--- config.mk ---
export PLATFORM = sky130hd
export DESIGN_NAME = ifetch_resp
export DESIGN_NICKNAME = d
export VERILOG_FILES = /design/src/rtl/ifetch_pkg.sv /design/src/rtl/ifetch_linebuf.sv /design/src/rtl/ifetch_resp.sv
export SDC_FILE = /design/constraint.sdc
export NUM_CORES = 1
export LEC_CHECK = 0
export CORE_UTILIZATION = 54
export CTS_CLUSTER_SIZE = 20
export DETAILED_ROUTE_END_ITERATION = 12
export PLACE_DENSITY = 0.93
export SLEW_MARGIN = 15
export SYNTH_ARGS = -nofsm -noshare
export SYNTH_HDL_FRONTEND = slang
export SYNTH_HIERARCHICAL = 1
export SYNTH_SLANG_ARGS = --single-unit
export TNS_END_PERCENT = 20
--- constraint.sdc ---
create_clock -name clk -period 11.3 [get_ports clk]
set_input_delay 2.26 -clock clk [delete_from_list [all_inputs] [get_ports clk]]
set_output_delay 2.26 -clock clk [all_outputs]
set_load 0.02 [all_outputs]
--- src/rtl/ifetch_pkg.sv ---
// Shared types and constants for the instruction-fetch responder.
// Line buffer geometry and the response-half select live here.
package ifetch_pkg;

  typedef enum logic [1:0] {
    S_IDLE = 2'd0,
    S_REQ  = 2'd1,
    S_WAIT = 2'd2,
    S_RESP = 2'd3
  } ifr_state_t;

  localparam logic [31:0] NOP_INSTR = 32'h0000_0013;
  localparam int FETCH_ALIGN = 3;
  localparam int TAG_W = 64 - FETCH_ALIGN;

  function automatic logic [31:0] half_sel(
    input logic [63:0] d,
    input logic        hi
  );
    return hi ? d[63:32] : d[31:0];
  endfunction

endpackage

--- src/rtl/ifetch_linebuf.sv ---
// One-entry 64-bit instruction line buffer.
// Provides the tag hit compare and the 32-bit half select.
module ifetch_linebuf
  import ifetch_pkg::*;
(
  input  logic             clk,
  input  logic             rst,
  input  logic             fill,
  input  logic             fill_keep,
  input  logic             kill,
  input  logic [TAG_W-1:0] fill_tag,
  input  logic [63:0]      fill_data,
  input  logic [TAG_W-1:0] look_tag,
  input  logic             look_hi,
  output logic             hit,
  output logic [31:0]      look_instr
);

  logic [TAG_W-1:0] tag;
  logic [63:0]      data;
  logic             valid;

  always_ff @(posedge clk or posedge rst) begin
    if (rst) begin
      tag   <= '0;
      data  <= '0;
      valid <= 1'b0;
    end else if (fill) begin
      tag   <= fill_tag;
      data  <= fill_data;
      valid <= fill_keep;
    end else if (kill) begin
      valid <= 1'b0;
    end
  end

  assign hit        = valid && (look_tag == tag);
  assign look_instr = half_sel(data, look_hi);

endmodule

--- src/rtl/ifetch_resp.sv ---
// Instruction-fetch responder: answers each fetch from the line
// buffer or via a 64-bit memory read; faults misaligned PCs.
module ifetch_resp
  import ifetch_pkg::*;
#(
  parameter logic [31:0] NOP_INSTR = ifetch_pkg::NOP_INSTR
) (
  input  logic        clk,
  input  logic        rst,
  input  logic [63:0] pc,
  input  logic        inv,
  output logic [31:0] instr,
  output logic        instr_valid,
  output logic        instr_fault,
  output logic        mem_req,
  output logic [63:0] mem_addr,
  input  logic        mem_gnt,
  input  logic        mem_rvalid,
  input  logic [63:0] mem_rdata,
  input  logic        mem_err
);

  ifr_state_t       state;
  logic             req_hi;
  logic [TAG_W-1:0] req_tag;
  logic             inv_seen;
  logic             misalign;
  logic             in_mem;
  logic             rsp_ok;
  logic             rsp_err;
  logic             hit;
  logic [31:0]      buf_instr;

  assign misalign = pc[1:0] != 2'b00;
  assign in_mem   = (state == S_REQ) || (state == S_WAIT);
  assign rsp_ok   = (state == S_WAIT) && mem_rvalid && !mem_err;
  assign rsp_err  = (state == S_WAIT) && mem_rvalid && mem_err;

  // inv seen while the read was in flight makes the fill stale
  ifetch_linebuf u_buf (
    .clk        (clk),
    .rst        (rst),
    .fill       (rsp_ok),
    .fill_keep  (!(inv_seen || inv)),
    .kill       (rsp_err || (inv && !in_mem)),
    .fill_tag   (req_tag),
    .fill_data  (mem_rdata),
    .look_tag   (pc[63:FETCH_ALIGN]),
    .look_hi    (pc[2]),
    .hit        (hit),
    .look_instr (buf_instr)
  );

  always_ff @(posedge clk or posedge rst) begin
    if (rst) begin
      state       <= S_IDLE;
      instr       <= NOP_INSTR;
      instr_valid <= 1'b0;
      instr_fault <= 1'b0;
      mem_req     <= 1'b0;
      mem_addr    <= '0;
      req_hi      <= 1'b0;
      req_tag     <= '0;
      inv_seen    <= 1'b0;
    end else begin
      instr       <= NOP_INSTR;
      instr_valid <= 1'b0;
      instr_fault <= 1'b0;
      unique case (state)
        S_IDLE: begin
          unique case (1'b1)
            misalign: begin
              state       <= S_RESP;
              instr_valid <= 1'b1;
              instr_fault <= 1'b1;
            end
            !misalign && !inv && hit: begin
              state       <= S_RESP;
              instr_valid <= 1'b1;
              instr       <= buf_instr;
            end
            default: begin
              state    <= S_REQ;
              mem_req  <= 1'b1;
              mem_addr <= {pc[63:FETCH_ALIGN], {FETCH_ALIGN{1'b0}}};
              req_hi   <= pc[2];
              req_tag  <= pc[63:FETCH_ALIGN];
              inv_seen <= 1'b0;
            end
          endcase
        end
        S_REQ: begin
          inv_seen <= inv_seen || inv;
          if (mem_gnt) begin
            mem_req <= 1'b0;
            state   <= S_WAIT;
          end
        end
        S_WAIT: begin
          inv_seen <= inv_seen || inv;
          if (mem_rvalid) begin
            state       <= S_RESP;
            instr_valid <= 1'b1;
            instr_fault <= mem_err;
            instr       <= mem_err ? NOP_INSTR
                                   : half_sel(mem_rdata, req_hi);
          end
        end
        S_RESP: state <= S_IDLE;
        default: state <= S_IDLE;
      endcase
    end
  end

  a_rvalid_in_wait: assert property (
    @(posedge clk) disable iff (rst) mem_rvalid |-> state == S_WAIT
  );

endmodule

Word level (Yosys, flattened, before mapping)
Cells that the tools add are included.
{"block": "totals", "out_inout_bits": 99, "ff_bits": 226, "wordCells": 68, "inputBits": 134}
{"block": "classes", "n_eq_ne": 7, "n_reduce_logical": 26, "n_mux": 23, "n_bitwise": 1}
{"op": "2-to-1 mux 32 bit", "count": 5}
{"op": "case mux 32 bit (2 select lines)", "count": 1}
{"op": "equality test 61 bit", "count": 1}
{"op": "2-to-1 mux 1 bit", "count": 9}
{"op": "case mux 1 bit (2 select lines)", "count": 4}
{"op": "case mux 2 bit (4 select lines)", "count": 1}
{"op": "nonzero test 2 bit", "count": 4}
{"op": "logical AND 1 bit", "count": 7}
{"op": "2-to-1 mux 2 bit", "count": 3}
{"op": "!= test 2 bit (second input constant)", "count": 3}
{"op": "AND reduction 2 bit", "count": 3}
{"op": "logical NOT 1 bit", "count": 5}
{"op": "equality test 2 bit (second input constant)", "count": 2}
{"op": "OR reduction 2 bit", "count": 2}
{"op": "logical OR 1 bit", "count": 3}
{"op": "AND reduction 3 bit", "count": 1}
{"op": "equality test 2 x 1 -> 1 bit (second input constant)", "count": 1}
{"op": "logical NOT 2 bit", "count": 1}
{"op": "NOT 1 bit", "count": 1}

Longest topological paths before layout
Gate-level depths: netlist of run 1.
{"block": "depth", "word_depth": 7, "mapped_depth": 11, "mapped_depth_nobuf": 8}

Modules after synthesis
The synthesis of run 1 kept the hierarchy.
{"mod": "ifetch_linebuf", "instances": 1, "seq_area_each_um2": 3153.0, "area_per_inst_um2": 5711.7, "cells_per_inst": 411}
{"mod": "ifetch_resp", "instances": 1, "seq_area_each_um2": 2506.2, "area_per_inst_um2": 4244.1, "cells_per_inst": 292}

Worst setup path after synthesis of run 1
OpenSTA, ideal clock, no wires.
{"block": "synth_path", "path_type": "input-to-reg", "startpoint": "input port pc[22]", "endpoint": "register instr[1]", "path_stages": 10, "path_buffers": 2, "required_ns": 11.209, "path_slack_ns": 7.249, "t_arrival_ns": 3.960, "setup_ns": 0.091, "cell_sequence": "xnor2_1 nand4_1 nor4_1 nand3_1 nor4_2 nor2b_1 and3_1 clkbuf_1 buf_2 o211ai_1"}
{"block": "synth_between", "elab_chain_len": 5}
{"element": "start: declaration", "line_no": "ifetch_resp.sv:10", "rtl": "input logic [63:0] pc,"}
{"element": "equality test 61 bit", "line_no": "ifetch_linebuf.sv:37", "rtl": "assign hit = valid && (look_tag == tag);"}
{"element": "logical AND 1 bit", "line_no": "ifetch_linebuf.sv:37"}
{"element": "net hit", "line_no": "ifetch_resp.sv:31", "rtl": "logic hit;"}
{"element": "logical AND 1 bit", "line_no": "ifetch_resp.sv:77", "rtl": "!misalign && !inv && hit: begin"}
{"element": "2-to-1 mux 32 bit", "line_no": "ifetch_resp.sv:71", "rtl": "unique case (1'b1)"}
{"element": "case mux 32 bit (2 select lines)", "line_no": "ifetch_resp.sv:69", "rtl": "unique case (state)"}
{"element": "end signal: assignment", "line_no": "ifetch_resp.sv:80", "rtl": "instr <= buf_instr;"}
{"element": "end signal: assignment", "line_no": "ifetch_resp.sv:105", "rtl": "instr <= mem_err ? NOP_INSTR"}
{"element": "end: declaration", "line_no": "ifetch_resp.sv:12", "rtl": "output logic [31:0] instr,"}
The timed path passes the listed nets, and every way through them passes these cells.
A chain may end at the register's enable or synchronous reset.

Worst setup path after layout of run 1
{"block": "layout_path", "startpoint": "input port pc[63]", "endpoint": "register req_tag[48]"}
{"block": "layout_between", "elab_chain_len": 6}
{"element": "equality test 61 bit", "line_no": "ifetch_linebuf.sv:37"}
{"element": "logical AND 1 bit", "line_no": "ifetch_linebuf.sv:37"}
{"element": "net hit", "line_no": "ifetch_resp.sv:31"}
{"element": "logical AND 1 bit", "line_no": "ifetch_resp.sv:77"}
{"element": "OR reduction 2 bit (no source line)"}
{"element": "NOT 1 bit (no source line)"}
{"element": "AND reduction 2 bit (no source line)"}
{"element": "end signal: assignment", "line_no": "ifetch_resp.sv:87", "rtl": "req_tag <= pc[63:FETCH_ALIGN];"}
{"element": "end: declaration", "line_no": "ifetch_resp.sv:25", "rtl": "logic [TAG_W-1:0] req_tag;"}
The timed path passes the listed nets, and every way through them passes these cells.

==> results of run 1 <==
## placed cells by master, fill, tap and decap left out, drive strengths merged, types with 4 or more instances in the layout
| cell | synthesis | layout |
|---|---|---|
| nand4 | 9 | 9 |
| o2bb2ai | 30 | 30 |
| a221oi | 4 | 4 |
| nor4 | 8 | 8 |
| clkdlybuf4s50 | 0 | 228 |
| clkbuf | 9 | 36 |
| clkinv | 0 | 6 |
| o22ai | 5 | 5 |
| dfrtp | 223 | 223 |
| nand3 | 4 | 4 |
| xor2 | 16 | 16 |
| nand2 | 16 | 16 |
| o21ai | 15 | 15 |
| buf | 32 | 6 |
| inv | 21 | 21 |
| xnor2 | 32 | 32 |
| mux2i | 29 | 29 |
| mux2 | 213 | 213 |
## Yosys cell counts, drive strengths merged (4+ instances only)
cell type  number
dfrtp         223
nand4           9
a221oi          4
mux2          213
xor2           16
o2bb2ai        30
o22ai           5
nand2          16
nor4            8
nand3           4
buf            32
inv            21
xnor2          32
mux2i          29
o21ai          15
clkbuf          9
## area by class of cell
cell class / instances / area, sq um
clock buffers: 36 / 717
clock inverters: 9 / 124
fillers: 1200 / 4840
inverters: 21 / 86.3
multi-input cells: 417 / 3990
flip-flops and latches: 226 / 5660
well taps: 229 / 287
repair buffers: 234 / 2320
## power groups by stage
| stage | clock network (mW) | logic, mW | registers (mW) |
|---|---|---|---|
| after global placement | 0 | 1.15 | 1.41 |
| after detailed placement | 0 | 1.18 | 1.43 |
| after floorplan | 0 | 0.611 | 1.51 |
| final | 0.824 | 1.19 | 1.43 |
| after CTS | 0.840 | 1.20 | 1.43 |
| after global routing | 0.873 | 1.28 | 1.47 |
## through the flow
step	worst slack, ns	utilization	hold WS [ns]	power, mW	std cells
after detailed placement	5.82	0.685	0.470	2.62	1127
after global placement	5.84	0.685	0.461	2.56	1127
final	6.37	0.732	0.480	3.44	1172
after global routing	6.19	0.732	0.495	3.62	1172
after CTS	6.33	0.732	0.484	3.46	1172
after floorplan	5.68	-	0.450	2.12	705
## worst max-delay path, cell delays in order
cell and delay (ns):
clkdlybuf4s50_1 0.45, xor2_1 0.17, nor4_1 0.55, nand3_1 0.16
nor4_2 0.40, nand2b_2 0.15, nand3_4 0.72, mux2_1 0.41
## routing by layer
layer / global-route usage / part of all wire / vias to the layer above
li1: - / - / 2960
met1: 0.327 / 0.42 / 3273
met2: 0.427 / 0.49 / 194
met3: 0.0416 / 0.047 / 65
met4: 0.103 / 0.038 / 0
met5: 0 / 0 / -
## path summary, 6_finish.rpt
| kind | from | endpoint | slack [ns] |
|---|---|---|---|
| setup / recovery | pc[63] | req_tag[48]$_DFFE_PP0P_ | 6.37 |
| hold reg to reg | u_buf/data[4]$_DFFE_PP0P_ | u_buf/data[4]$_DFFE_PP0P_ | 0.48 |
| hold / removal | u_buf/data[4]$_DFFE_PP0P_ | u_buf/data[4]$_DFFE_PP0P_ | 0.48 |
| max in group asynchronous | rst | u_buf/tag[55]$_DFFE_PP0P_ | 7.63 |
| min in group asynchronous | rst | req_tag[60]$_DFFE_PP0P_ | 2.29 |
| setup reg to reg | state[0]$_DFFE_PP0P_ | u_buf/tag[51]$_DFFE_PP0P_ | 8.17 |
## flip-flops by register name, summed over array words and instances (netlist names), 2 cells and up
name and count:
instr 32, req_tag 61, state 2, u_buf/data 64, u_buf/tag 61
## logic make-up (layout without fill, tap and decap cells)
group | after synthesis | after routing | share of synthesized area
mux | 242 | 242 | 0.270
simple gates | 53 | 53 | 0.0317
compound gates | 68 | 68 | 0.0515
other cells | 1 | 3 | 0.000377
buf+inv | 62 | 300 | 0.0319
fa+ha+maj | 3 | 3 | 0.00377
flops | 226 | 226 | 0.568
xor+xnor | 48 | 48 | 0.0422
==> run metrics, run 1 <==
Tot GR Track Use=0.254; Root Buffer=clkbuf_16; Seq pwr share=0.416; I/O pin cnt=233; Chip Height=138 um; Worst setup SP type=input port; area grow syn2layout=32.4%; wire per inst=20.2 um; Final nets=1062; Slew headroom=0.300; Crit Path Max Fanout=62; number of synthesized flops with an enable pin=0; switch share=0.323; drt first pass iters=4; TNS Setup=0 ns; CP endpoint kind=flip-flop; cell area after layout=0.0132 sq mm; post-DP HPWL=15.7 mm; clock period minus worst slack=4.93 ns; Crit path required time=11.67 ns; pin count of the biggest net entering global routing=77; # diodes=0; power share of the clock group=0.240; Mapped Area=0.00996 sq mm; P_int=2.33 mW; CTS tree=built; Die ar.=0.0190 sq mm; DR iter-0 viols=341; H-Tree Depth=1; Peak VDD IR=0.168 mV; # Post-CTS Setup Buffers=0; Initial Utilization=0.552; share of cells above drive strength 1=0.135; post-synth top area share=0.561; Ys Warns=6; Min-Delay Path Depth=1; clk_skew=0.00951 ns; DR vias/cell=5.54; Syn Area/Cell=14.2 sq um; Reg clk slew, reported paths=0.06 ns; clk sink count=226; post-synth top area cell=dfrtp_1; hold crit path type=reg2reg; RSZ-0062 raised after global routing=no; P per Cell Area=261 mW/mm^2; cells after synthesis=703; Crit Path Category=in2reg; DR vias=6492; clock buffer count from CTS=25; # port buffers=229; GP Congestion=0.824; synthesized flop and latch total=226; Rows=49; Comb pwr share=0.345; Pins Over Slew Limit=0; Final setup viols=0; leakage power=5.59 nW; core box area=0.0180 sq mm; cts repair resizes=0; Die Wd=138 um; status=complete, no violations; Worst Max-Slew Pin Slew=1.05 ns; DP Area=0.0123 sq mm; drt drc=0; Clk Latency, worst-skew pair=0.50 ns; largest buffer count on any clock path=3; first-pass GRT wire length=37.3 mm; Max Cap Viol=0; CTS Hold Bufs=0; sequential fraction of the synthesis area=0.568; CP arrival=5.31 ns; vias in the first global route=7111; NetSw=1.11 mW; Detail Route Antenna Nets=0; final wirelength=23.7 mm; leading post-synthesis cells by cell area=dfrtp_1, mux2_1, mux2_2; Async S/R FF share, synth=1.00; Register-to-Register Path Depth=6; prevailing post-synth register cell=dfrtp_1; f_max=203 MHz; final hold viol count=0; period utilization=0.436; antenna violations before repair=0; synth unique cells=47; gr ovfl total=0
No activity file was read; power rests on OpenSTA's default activity.
==> inputs of run 2 (changes only) <==
--- a/config.mk
+++ b/config.mk
@@ -5,10 +5,10 @@
 export SDC_FILE = /design/constraint.sdc
 export NUM_CORES = 1
 export LEC_CHECK = 0
-export CORE_UTILIZATION = 54
+export CORE_UTILIZATION = 50
 export CTS_CLUSTER_SIZE = 20
 export DETAILED_ROUTE_END_ITERATION = 12
-export PLACE_DENSITY = 0.93
+export PLACE_DENSITY = 0.87
 export SLEW_MARGIN = 15
 export SYNTH_ARGS = -nofsm -noshare
 export SYNTH_HDL_FRONTEND = slang
==> constraint.sdc (replaced) <==
create_clock -name clk -period 5.02 [get_ports clk]
set_input_delay 1.004 -clock clk [delete_from_list [all_inputs] [get_ports clk]]
set_output_delay 1.004 -clock clk [all_outputs]
set_load 0.02 [all_outputs]
==> run metrics, run 2 (synthesis gave the netlist of run 1 again) <==
period utilization=0.728; cts repair resizes=0 (unchanged); # port buffers=229 (unchanged); Reg clk slew, reported paths=0.06 ns (about the same); Chip Height=143 um (+3.9%); Tot GR Track Use=0.236 (-0.0178); core box area=0.0195 sq mm (+8.0%); hold crit path type=reg2reg; Top Metal Used=met4; commonest non-fill, non-tap cell in the layout=clkdlybuf4s50_1; Comb pwr share=0.362 (+0.017); Total Power=7.54 mW (+120%); drt first pass iters=6 (+2); largest reg by FF count=u_buf/data; vias in the first global route=6961 (-2.1%); TNS Setup=0 ns (unchanged); filler cell count=1366 (+14%); Seq pwr share=0.417 (about the same); register area=0.00566 sq mm (unchanged); H-Tree Depth=1 (unchanged); # Post-CTS Setup Buffers=0 (unchanged); Crit Path Category=in2reg; drt drc=0 (unchanged); antenna violations before repair=0 (unchanged); cell area after layout=0.0132 sq mm (about the same); DR vias=6474 (-0.28%); first-pass GRT wire length=37.4 mm (+0.11%); Crit path required time=5.40 ns (-6.27 ns); I/O pin cnt=233 (unchanged); max reg flops=64 (unchanged); Slew headroom=0.402 (+0.102); DR vias/cell=5.35 (-3.4%); P_int=5.08 mW (+120%); DR iter-0 viols=294 (-14%); Final nets=1068 (+0.56%); Peak VDD IR=0.404 mV (+140%); Final setup viols=0 (unchanged); Clk Latency, worst-skew pair=0.50 ns (about the same); RSZ-0062 raised after global routing=no; wire per inst=19.4 um (-4.1%); CP endpoint kind=flip-flop; Worst Max-Slew Pin Slew=0.897 ns (-0.153 ns); clk sink count=226 (unchanged); DR WL met2=11.2 mm (-3.9%); routed wl met3=1.11 mm (-0.36%); Die Wd=143 um (+3.9%); share of cells above drive strength 1=0.137 (+0.00183); met1 WL=10.3 mm (+2.9%); pin count of the biggest net entering global routing=79 (+2.6%); WHS=0.481 ns (+0.00122 ns); final core occ=0.678 (-0.0536); Pins Over Slew Limit=0 (unchanged); power share of the clock group=0.221 (-0.019); top flop regs=u_buf/data x64, req_tag x61, u_buf/tag x61; status=complete, no violations; f_max=273 MHz; Detail Route Antenna Nets=0 (unchanged); post-DP HPWL=16.0 mm (+1.5%); clk_skew=0.00819 ns (-0.00132 ns); Max Cap Viol=0 (unchanged); NetSw=2.47 mW (+120%); commonest non-fill, non-tap cells in the layout=clkdlybuf4s50_1, dfrtp_1, mux2_1; CTS tree=built; final wirelength=23.4 mm (-1.0%); P per Cell Area=572 mW/mm^2 (+120%); Rows=51 (+4.1%); final hold viol count=0 (unchanged); switch share=0.327 (+0.00458); largest buffer count on any clock path=3 (unchanged); clock period minus worst slack=3.66 ns; DP Area=0.0125 sq mm (+0.89%); multi-input gate area in the final layout=0.00399 sq mm (unchanged); Crit Path Max Fanout=35 (-44%); CP arrival=4.04 ns (-1.27 ns); CTS Hold Bufs=0 (unchanged); Root Buffer=clkbuf_16; gr ovfl total=0 (unchanged); Initial Utilization=0.512 (-0.0408); Die ar.=0.0205 sq mm (+7.9%); area grow syn2layout=32.5% (about the same); leakage power=5.58 nW (-0.21%); GP Congestion=0.873 (+5.9%); Worst setup SP type=input port; clock buffer count from CTS=25 (unchanged); # diodes=0 (unchanged)
==> run 2: routing by layer <==
metal / vias up / track usage
met2: 182 / 0.384
met4: 0 / 0.0945
met5: - / 0
li1: 2980 / -
met3: 52 / 0.0382
met1: 3260 / 0.316
==> run 2: area by class of cell <==
cell class	instances	share of cell area
Sequential cell	226	0.429
Multi-Input combinational cell	417	0.302
Timing Repair Buffer	240	0.181
Clock buffer	34	0.0530
Tap cell	265	0.0251
Inverter	21	0.00673
Clock inverter	7	0.00294
==> run 2: worst paths after layout <==
| check | slack (ns) | endpoint | from | depth (start not counted) |
|---|---|---|---|---|
| setup reg to reg | 1.91 | req_tag[18]$_DFFE_PP0P_ | u_buf/tag[54]$_DFFE_PP0P_ | 9 |
| min in group asynchronous | 1.13 | req_tag[3]$_DFFE_PP0P_ | rst | 2 |
| max in group asynchronous | 2.84 | req_tag[35]$_DFFE_PP0P_ | rst | 3 |
| hold reg to reg | 0.48 | u_buf/data[0]$_DFFE_PP0P_ | u_buf/data[0]$_DFFE_PP0P_ | 1 |
| setup / recovery | 1.36 | req_tag[18]$_DFFE_PP0P_ | pc[57] | 10 |
| hold / removal | 0.48 | u_buf/data[0]$_DFFE_PP0P_ | u_buf/data[0]$_DFFE_PP0P_ | 1 |
==> run 2: critical path, stage by stage <==
cell and delay (ns):
clkdlybuf4s50_1 0.49, xnor2_1 0.14, nand4_1 0.15, nor4_1 0.45, nand3_1 0.14, nor4_2 0.41
nand2b_2 0.15, nand3_4 0.41, buf_12 0.30, mux2_1 0.36
==> run 2: power groups by stage <==
stage | logic, mW | clock network (mW) | registers (mW)
global route | 2.94 | 1.77 | 3.25
CTS | 2.75 | 1.70 | 3.15
detailed placement | 2.73 | 0 | 3.16
global placement | 2.67 | 0 | 3.12
finish | 2.73 | 1.67 | 3.15
floorplan | 1.38 | 0 | 3.39
==> run 2: stage by stage <==
step | worst slack, ns | cells
after global placement | 0.819 | 1169
after detailed placement | 0.712 | 1169
after global routing | 1.02 | 1210
after floorplan | 0.660 | 705
after CTS | 1.31 | 1210
final | 1.36 | 1210
==> inputs of run 3 (changes only) <==
--- a/config.mk
+++ b/config.mk
@@ -5,10 +5,10 @@
 export SDC_FILE = /design/constraint.sdc
 export NUM_CORES = 1
 export LEC_CHECK = 0
-export CORE_UTILIZATION = 50
+export CORE_UTILIZATION = 45
 export CTS_CLUSTER_SIZE = 20
 export DETAILED_ROUTE_END_ITERATION = 12
-export PLACE_DENSITY = 0.87
+export PLACE_DENSITY = 0.83
 export SLEW_MARGIN = 15
 export SYNTH_ARGS = -nofsm -noshare
 export SYNTH_HDL_FRONTEND = slang
==> constraint.sdc (replaced) <==
create_clock -name clk -period 3 [get_ports clk]
set_input_delay 0.6 -clock clk [delete_from_list [all_inputs] [get_ports clk]]
set_output_delay 0.6 -clock clk [all_outputs]
set_load 0.02 [all_outputs]
==> run metrics, run 3 (synthesis gave the netlist of run 1 again) <==
status=complete, no violations; first-pass GRT wire length=38.7 mm (+3.5%); # Post-CTS Setup Buffers=0 (unchanged); r2r setup slk=0.25 ns (-1.66 ns); Crit Path Category=in2reg; top flop regs=u_buf/data x64, req_tag x61, u_buf/tag x61; largest reg by FF count=u_buf/data; drt drc=0 (unchanged); CP endpoint kind=flip-flop; met1 WL=10.3 mm (+0.49%); DR vias/cell=5.30 (-0.90%); HP Start=u_buf/data[41]$_DFFE_PP0P_; Max Cap Viol=0 (unchanged); Root Buffer=clkbuf_16; Crit path required time=3.39 ns (-2.01 ns); pin count of the biggest net entering global routing=127 (+61%); Die ar.=0.0227 sq mm (+11%); filler cell count=1684 (+23%); clk sink count=226 (unchanged); Min-Delay Path Depth=1 (unchanged); Reg clk slew, reported paths=0.06 ns (about the same); Worst setup SP type=input port; hold crit path type=reg2reg; leakage power=5.73 nW (+2.8%); Comb pwr share=0.354 (-0.008); switch share=0.322 (-0.00540); CP arrival=3.28 ns (-0.76 ns); Tot GR Track Use=0.219 (-0.0175); Finished Layout Cells=1248 (+3.1%); RSZ-0062 raised after global routing=no; Initial Utilization=0.458 (-0.0539); final hold viol count=0 (unchanged); wire per inst=19.4 um (+0.34%); area grow syn2layout=36.1%; power share of the clock group=0.231 (+0.010); GP Congestion=0.797 (-8.8%); final wirelength=24.3 mm (+3.5%); period utilization=0.963; Clk Latency, worst-skew pair=0.51 ns (about the same); Reg2Reg Capture Point=req_tag[15]$_DFFE_PP0P_; Hold EP=u_buf/data[41]$_DFFE_PP0P_; commonest non-fill, non-tap cells in the layout=clkdlybuf4s50_1, dfrtp_1, mux2_1; post-DP HPWL=17.0 mm (+6.2%); antenna violations before repair=1 (+1); # port buffers=229 (unchanged); Chip Height=151 um (+5.3%); Final nets=1087 (+1.8%); Slew headroom=0.278 (-0.124); CTS tree=built; Register-to-Register Path Depth=10 (+1); I/O pin cnt=233 (unchanged); P per Cell Area=954 mW/mm^2 (+67%); NetSw=4.16 mW (+68%); Top Metal Used=met4; f_max=346 MHz; max reg flops=64 (unchanged); Peak VDD IR=0.486 mV (+20%); core box area=0.0218 sq mm (+12%); P_int=8.76 mW (+73%); multi-input gate area in the final layout=0.00400 sq mm (+0.31%); clock period minus worst slack=2.89 ns; routed wl met3=1.12 mm (+1.4%); commonest non-fill, non-tap cell in the layout=clkdlybuf4s50_1; share of cells above drive strength 1=0.156 (+0.0196); vias in the first global route=7101 (+2.0%); FF-to-FF Start=u_buf/tag[5]$_DFFE_PP0P_; Rows=54 (+5.9%); Seq pwr share=0.415 (-0.002); drt first pass iters=7 (+1); Inst Count DP=1204 (+3.0%); Final setup viols=0 (unchanged); register area=0.00566 sq mm (unchanged); H-Tree Depth=1 (unchanged); gr ovfl total=0 (unchanged); DR WL met2=11.9 mm (+5.9%); Pins Over Slew Limit=0 (unchanged); Die Wd=151 um (+5.3%); clock buffer count from CTS=24 (-4.0%); Detail Route Antenna Nets=0 (unchanged); Worst Max-Slew Pin Slew=1.08 ns (+0.186 ns); DR vias=6617 (+2.2%); largest buffer count on any clock path=3 (unchanged); clk_skew=0.00879 ns (+0.000596 ns); final core occ=0.623 (-0.0550); DR iter-0 viols=167 (-43%); Crit Path Max Fanout=9 (-74%)
## run 3: power groups by stage
| stage | registers [mW] | clock network [mW] | logic (mW) |
|---|---|---|---|
| 2_1_floorplan | 5.68 | 0 | 2.30 |
| 3_3_place_gp | 5.32 | 0 | 4.47 |
| 3_5_place_dp | 5.41 | 0 | 4.59 |
| 4_1_cts | 5.37 | 3.06 | 4.63 |
| 5_1_grt | 5.55 | 3.18 | 4.94 |
| 6_report | 5.37 | 2.98 | 4.57 |
## run 3: through the flow
stage / area [sq um] / setup slack [ns] / TNS [ns] / hold WS (ns) / power (mW)
finish: 13600 / 0.110 / 0 / 0.481 / 12.9
global route: 13600 / 0.00747 / 0 / 0.490 / 13.7
CTS: 13500 / 0.0554 / 0 / 0.485 / 13.1
detailed placement: 12700 / -0.523 / -46.70 / 0.473 / 10.0
global placement: 12700 / -0.493 / -45.11 / 0.462 / 9.79
floorplan: 9970 / -0.214 / -20.74 / 0.450 / 7.98
## run 3: cell type report
type | count | area share
Clock inverter | 6 | 0.00591
Tap cell | 280 | 0.0259
Antenna cell | 1 | 0.000185
Clock buffer | 37 | 0.0532
Sequential cell | 226 | 0.418
Inverter | 21 | 0.00646
Multi-Input combinational cell | 417 | 0.295
Timing Repair Buffer | 260 | 0.196
## run 3: worst max path at each step
stage / endpoint / startpoint / slack, ns / cells after the start
floorplan: instr[10]$_DFF_PP0_ / rst / -0.21 / 1
global placement: req_tag[15]$_DFFE_PP0P_ / pc[62] / -0.49 / 10
detailed placement: req_tag[60]$_DFFE_PP0P_ / pc[62] / -0.52 / 10
CTS: req_tag[60]$_DFFE_PP0P_ / pc[8] / 0.06 / 11
global route: req_tag[44]$_DFFE_PP0P_ / pc[62] / 0.007 / 10
finish: req_tag[15]$_DFFE_PP0P_ / pc[8] / 0.11 / 11
## run 3: timing repair
item,in CTS,in global routing
pin swaps,0,0
gates resized for setup,1,1
endpoints found under the setup margin,3,41
hold buffers,0,0
## run 3: routing by layer
layer | vias to the layer above | GRT usage
li1 | 3016 | -
met1 | 3378 | 0.287
met2 | 162 | 0.355
met3 | 61 | 0.0370
met4 | 0 | 0.0980
met5 | - | 0
## run 3: critical path, stage by stage
cell and delay [ns]:
clkdlybuf4s50_1 0.44, xnor2_1 0.22, nand4_1 0.17, nor4_2 0.39, buf_4 0.17, nand3_1 0.08
nor4_2 0.35, nand2b_2 0.13, nand3_4 0.14, buf_4 0.21, mux2_2 0.35
